## config.mk

```make
export PLATFORM = sky130hd
export DESIGN_NAME = prefix_subtractor_pipe
export DESIGN_NICKNAME = d
export VERILOG_FILES = /design/src/rtl/prefix_arith_pkg.sv /design/src/rtl/prefix_sub_group.sv /design/src/rtl/prefix_subtractor_pipe.sv
export SDC_FILE = /design/constraint.sdc
export NUM_CORES = 1
export LEC_CHECK = 0
export CAP_MARGIN = 5
export CORE_ASPECT_RATIO = 1.25
export CORE_MARGIN = 3
export CORE_UTILIZATION = 45
export CTS_CLUSTER_SIZE = 28
export DETAILED_ROUTE_END_ITERATION = 10
export DONT_BUFFER_PORTS = 1
export PLACE_DENSITY = 0.63
export SLEW_MARGIN = 25
export SYNTH_ARGS = -nofsm -noshare
export SYNTH_HDL_FRONTEND = slang
export SYNTH_SLANG_ARGS = --single-unit
```

## constraint.sdc

```tcl
create_clock -name clk -period 1.8 [get_ports clk]
set_input_delay 0.45 -clock clk [delete_from_list [all_inputs] [get_ports clk]]
set_output_delay 0.45 -clock clk [all_outputs]
set_load 0.01 [all_outputs]
```

## src/rtl/prefix_arith_pkg.sv

```systemverilog
// Shared types and helpers for the prefix subtractor:
// group (g,p) pair, its prefix operator and config checks.
package prefix_arith_pkg;

  typedef struct packed {
    logic g;
    logic p;
  } gp_t;

  function automatic gp_t gp_combine(gp_t hi, gp_t lo);
    gp_t r;
    r.g = hi.g | (hi.p & lo.g);
    r.p = hi.p & lo.p;
    return r;
  endfunction

  function automatic bit is_pow2(int n);
    return (n > 0) && ((n & (n - 1)) == 0);
  endfunction

  function automatic bit group_ok(int g);
    return (g == 1) || (g == 2) || (g == 4) || (g == 8);
  endfunction

  function automatic bit cfg_ok(int w, int g);
    if (!group_ok(g)) return 1'b0;
    if ((w % g) != 0) return 1'b0;
    return is_pow2(w / g) && ((w / g) >= 2);
  endfunction

  localparam int DEF_WIDTH      = 32;
  localparam int DEF_GROUP_SIZE = 8;
  localparam bit DEF_CFG_OK     = cfg_ok(DEF_WIDTH, DEF_GROUP_SIZE);

endpackage

```

## src/rtl/prefix_sub_group.sv

```systemverilog
// One carry-lookahead group: group (g,p) plus local sums
// for carry-in 0 and carry-in 1.
module prefix_sub_group
  import prefix_arith_pkg::*;
#(
  parameter int GS = 8
) (
  input  logic [GS-1:0] a,
  input  logic [GS-1:0] b_inv,
  output gp_t           gp,
  output logic [GS-1:0] sum0,
  output logic [GS-1:0] sum1
);

  logic [GS-1:0] g_bit;
  logic [GS-1:0] p_bit;
  logic [GS-1:0] c0;
  logic [GS-1:0] c1;

  always_comb begin
    g_bit = a & b_inv;
    p_bit = a ^ b_inv;
    c0    = '0;
    c1    = '0;
    c0[0] = 1'b0;
    c1[0] = 1'b1;
    for (int i = 1; i < GS; i++) begin
      c0[i] = g_bit[i-1] | (p_bit[i-1] & c0[i-1]);
      c1[i] = g_bit[i-1] | (p_bit[i-1] & c1[i-1]);
    end
    sum0 = p_bit ^ c0;
    sum1 = p_bit ^ c1;
    gp.g = g_bit[GS-1] | (p_bit[GS-1] & c0[GS-1]);
    gp.p = &p_bit;
  end

endmodule

```

## src/rtl/prefix_subtractor_pipe.sv

```systemverilog
// Two-stage A - B: group lookahead in S1, Brent-Kung group prefix in S2.
// Define PREFIX_SUB_SATURATE_EN to clamp out_diff on signed overflow.
module prefix_subtractor_pipe
  import prefix_arith_pkg::*;
#(
  parameter int WIDTH      = 32,
  parameter int GROUP_SIZE = 8
) (
  input  logic             clk,
  input  logic             rst_n,
  input  logic             in_valid,
  output logic             in_ready,
  input  logic [WIDTH-1:0] in_a,
  input  logic [WIDTH-1:0] in_b,
  output logic             out_valid,
  input  logic             out_ready,
  output logic [WIDTH-1:0] out_diff,
  output logic             out_borrow,
  output logic             out_overflow
);

  localparam int GS = GROUP_SIZE;
  localparam int NG = WIDTH / GROUP_SIZE;
  localparam int LG = $clog2(NG);

  if (!cfg_ok(WIDTH, GROUP_SIZE)) begin : g_cfg_err
    $error("prefix_subtractor_pipe: illegal WIDTH/GROUP_SIZE");
  end

  logic             accept;
  logic             s2_adv;
  logic [WIDTH-1:0] b_inv;
  gp_t  [NG-1:0]    grp_gp;
  logic [WIDTH-1:0] grp_sum0;
  logic [WIDTH-1:0] grp_sum1;

  logic             s1_valid;
  gp_t  [NG-1:0]    s1_gp;
  logic [WIDTH-1:0] s1_sum0;
  logic [WIDTH-1:0] s1_sum1;
  logic             s1_a_msb;
  logic             s1_b_msb;

  gp_t  [NG-1:0]    pf;
  logic [NG:0]      c;
  logic [WIDTH-1:0] diff_raw;
  logic [WIDTH-1:0] diff_nxt;
  logic             borrow_nxt;
  logic             ovf_nxt;

  assign s2_adv   = s1_valid & (~out_valid | out_ready);
  assign in_ready = ~s1_valid | s2_adv;
  assign accept   = in_valid & in_ready;
  assign b_inv    = ~in_b;

  for (genvar g = 0; g < NG; g++) begin : g_grp
    prefix_sub_group #(
      .GS(GS)
    ) u_grp (
      .a    (in_a[g*GS +: GS]),
      .b_inv(b_inv[g*GS +: GS]),
      .gp   (grp_gp[g]),
      .sum0 (grp_sum0[g*GS +: GS]),
      .sum1 (grp_sum1[g*GS +: GS])
    );
  end

  always_ff @(posedge clk or negedge rst_n) begin
    if (!rst_n) begin
      s1_valid <= 1'b0;
      s1_gp    <= '0;
      s1_sum0  <= '0;
      s1_sum1  <= '0;
      s1_a_msb <= 1'b0;
      s1_b_msb <= 1'b0;
    end else begin
      if (accept) begin
        s1_valid <= 1'b1;
        s1_gp    <= grp_gp;
        s1_sum0  <= grp_sum0;
        s1_sum1  <= grp_sum1;
        s1_a_msb <= in_a[WIDTH-1];
        s1_b_msb <= in_b[WIDTH-1];
      end else if (s2_adv) begin
        s1_valid <= 1'b0;
      end
    end
  end

  // Brent-Kung: up-sweep builds power-of-two spans, down-sweep fills gaps.
  always_comb begin
    pf = s1_gp;
    for (int d = 0; d < LG; d++) begin
      for (int i = 0; i < NG; i++) begin
        if (((i + 1) & ((2 << d) - 1)) == 0)
          pf[i] = gp_combine(pf[i], pf[i-(1<<d)]);
      end
    end
    for (int d = LG - 2; d >= 0; d--) begin
      for (int i = 0; i < NG; i++) begin
        if ((i >= (3 << d) - 1) &&
            (((i + 1 - (1 << d)) & ((2 << d) - 1)) == 0))
          pf[i] = gp_combine(pf[i], pf[i-(1<<d)]);
      end
    end
  end

  always_comb begin
    c    = '0;
    c[0] = 1'b1;
    for (int i = 0; i < NG; i++)
      c[i+1] = pf[i].g | pf[i].p;
    diff_raw = '0;
    for (int i = 0; i < NG; i++)
      diff_raw[i*GS +: GS] = c[i] ? s1_sum1[i*GS +: GS]
                                  : s1_sum0[i*GS +: GS];
    borrow_nxt = ~c[NG];
    ovf_nxt    = (s1_a_msb != s1_b_msb) &
                 (diff_raw[WIDTH-1] != s1_a_msb);
`ifdef PREFIX_SUB_SATURATE_EN
    if (ovf_nxt)
      diff_nxt = s1_a_msb ? {1'b1, {(WIDTH-1){1'b0}}}
                          : {1'b0, {(WIDTH-1){1'b1}}};
    else
      diff_nxt = diff_raw;
`else
    diff_nxt = diff_raw;
`endif
  end

  always_ff @(posedge clk or negedge rst_n) begin
    if (!rst_n) begin
      out_valid    <= 1'b0;
      out_diff     <= '0;
      out_borrow   <= 1'b0;
      out_overflow <= 1'b0;
    end else begin
      if (s2_adv) begin
        out_valid    <= 1'b1;
        out_diff     <= diff_nxt;
        out_borrow   <= borrow_nxt;
        out_overflow <= ovf_nxt;
      end else if (out_ready) begin
        out_valid <= 1'b0;
      end
    end
  end

endmodule

```

==> metrics.csv <==
stage,metric,value,unit
run_status,outcome,"complete, but fails checks",
run_status,violations,"negative hold slack, negative setup slack",
synth,ys_types,31,
worst_setup_path,timing.critical_path.buf_inv,3,
synth,synth_area,0.00569,mm^2
worst_setup_path,slowest_stage,fa_2,
synth,yosysSeqAreaShare,0.449,
drt,first_pass_iters,4,
drt,wl,11000,um
worst_setup_path,rrSetupSlack,320,ps
layout,nNetsFinal,706,
worst_setup_path,crit_type,in2reg,
timing,rsz0062_at_grt,yes,
timing,max_freq,328,MHz
drt,viasPerCell,4.97,
synth,yosysTopAreaCellShare,0.449,
placement,hpwl,8420,um
drt,drtIter0Drc,138,
worst_setup_path,r2r_end,out_borrow,
synth,synthTopCellsByArea,"dfrtp_1, fa_1, nand2_1, ha_1, o21ai_0",
timing,layout_setup_ws,-1250,ps
clock_network,cts-htree-levels,3,
timing,finalSetupViolations,31,
worst_setup_path,crit_chain,"clkinv_16, ha_4, inv_2, fa_2, fa_2, fa_2, fa_2, fa_2, fa_2, inv_2, fa_2, nand2_1, nand2_1",
power_and_ir_drop,pwr_density_cell,955,mW/mm^2
worst_setup_path,crit_arrival,3290,ps
timing,skew,9.50,ps
clock_network,cts_buffers,9,
worst_setup_path,crit_family,adder cells,
synth,synth_area_leader_cell,dfrtp_1,
drt,drc_errors,0,
global_routing,grt_pass1_vias,3883,
worst_setup_path,startpoint_type,primary input,
clock_network,worstSkewPairLatency,340,ps
placement,place_ws,-1620,ps
layout,nFillCells,1119,
worst_setup_path,ff2ff_path_depth,4,
worst_setup_path,critPathCaptureType,flip-flop,
global_routing,track_usage,0.170,
floorplanning,fp-row-count,45,
layout,layout-area-overhead-vs-synth,17.5,%
layout,seq_area,0.00255,mm^2
layout,mostFrequentLayoutCell,nand2_1,
worst_setup_path,timing.rr.start,pf[0],
timing,worst_pin_slew,394,ps
floorplanning,ios,104,
synth,ys_seq_elements,102,
flow_run,max-cap-violations,0,
power_and_ir_drop,leakage,3.14,nW
global_routing,overflow,0,
worst_setup_path,crit_required,2040,ps
clock_network,clockBufferDepth,2,
timing,hold_viol,102,
synth,syn-instance-count,547,
min_path,hold_path.class,in2async,
synth,synth_warnings,0,
layout,multi_input_area,0.00305,mm^2
layout,drive_gt1_frac,0.214,
synth,avgSynthCellArea,10.4,um^2
floorplanning,die-area,0.0140,mm^2
floorplanning,die_height,132,um
clock_network,path_clk_slew,70,ps
layout,mostFrequentLayoutCells,"nand2_1, dfrtp_1, inv_1, fa_2, o21ai_0",
drt,post_drt_wl_per_cell,15.2,um
timing,drv_slew,0,
placement,port_buffers,0,
floorplanning,coreArea,0.0123,mm^2
timing,fin_crit_sh,1.70,
worst_setup_path,cpPeakStageDelay,420,ps
timing,period_needed,3050,ps
clock_network,tritoncts,yes,
drt,dr_total_vias,3609,
clock_network,clock-sinks,102,
layout,diodes,0,
timing,tns,-22050,ps
global_routing,grt_first_pass_wirelength,18900,um
drt,ant_nets,0,
power_and_ir_drop,vdd_drop_max,0.390,mV
clock_network,post_cts_buffers,0,
timing,whs,-196,ps
worst_setup_path,cpMostUsedCell,fa_2,
floorplanning,die_x,107,um
synth,synth_fp_nets,696,
floorplanning,start_util,0.463,
clock_network,root_buffer,clkbuf_16,
placement,place_congestion,0.855,
global_routing,grt_max_degree,103,
global_routing,antenna_found_initial,0,
timing,slew_headroom,0.737,
worst_setup_path,cp_max_fo,2,
[cell families after synthesis]
logic type / count (synthesis) / synth area share
mux: 24 / 0.0423
flops: 102 / 0.449
fa+ha+maj: 81 / 0.238
simple gates: 156 / 0.114
xor+xnor: 4 / 0.00616
buf+inv: 87 / 0.0596
compound gates: 93 / 0.0911
[worst register-to-register path, cell delays in order (launching register included)]
cell and delay [ps]:
dfrtp_1 430, o211ai_2 270, nand2_2 250, a211oi_1 350, a21o_1 120
[cell usage after synthesis]
cell      instances
a21boi_1          1
nand3b_1          2
nor2_2            1
nand2_2           1
nand2b_1          4
and2_1            2
clkbuf_1         10
nand4_1           8
o21ai_0          73
o21a_1            4
a21o_1            4
xor2_1            4
o31ai_1           4
a211oi_1          2
mux2i_1          24
a21oi_2           1
ha_1             36
fa_1             45
inv_1            66
a21oi_1           1
or4b_1            1
nand2_1         133
o211ai_1          1
nor2_4            1
o211ai_2          1
nor2_1            1
dfrtp_1         102
buf_1             1
nand3_1           2
buf_2            10
a31oi_1           1
[area by class of cell]
type                    instances  share of cell area
multi-input cells             358               0.456
clock inverters                 5             0.00880
repair buffers                 20              0.0274
clock buffers                  11              0.0348
flip-flops and latches        102               0.382
inverters                      66              0.0601
well taps                     164              0.0307
[what timing repair did]
item,in CTS,in global routing
hold endpoints to repair,102,102
endpoints found under the setup margin,31,31
gates resized for setup,18,16
pin swaps,5,5
[per-layer routing]
metal	vias to the layer above	wire length (um)	global-route usage
met5	-	0	0
li1	1758	-	-
met4	0	261	0.0739
met1	1754	4310	0.198
met3	18	636	0.0373
met2	79	5800	0.297
[sequential cells by signal, indices dropped and copies added (netlist names)]
register	count
pf	2
s1_valid	1
s1_gp	6
s1_sum1	32
out_diff	32
out_borrow	1
out_overflow	1
s1_a_msb	1
out_valid	1
s1_sum0	24
s1_b_msb	1
[through the flow]
step                      cells  total power [mW]   util  cell area [um^2]
after floorplan             547              4.10      -              5970
after global placement      710              4.44  0.511              6270
after detailed placement    710              4.51  0.511              6270
after CTS                   726              6.46  0.538              6600
after global routing        726              6.83  0.544              6680
final                       726              6.38  0.544              6680
[how the worst max path moves through the flow]
stage                  start  cells after the start           to
global placement    in_b[24]                     13  s1_sum0[31]
floorplan            in_b[8]                     13  s1_sum0[15]
CTS                 in_b[16]                     13  s1_sum0[23]
detailed placement  in_b[16]                     13  s1_sum0[23]
global route        in_b[16]                     13  s1_sum0[23]
finish              in_b[24]                     13  s1_sum0[31]
[where the power goes]
part	leakage [nW]	switching [mW]	internal (mW)	total, mW
Clock	0.136	0.842	1.08	1.92
Sequential	1.26	0.421	2.80	3.22
Combinational	1.75	0.647	0.592	1.24
Total	3.14	1.91	4.47	6.38
(Power assumes the default switching activity.)
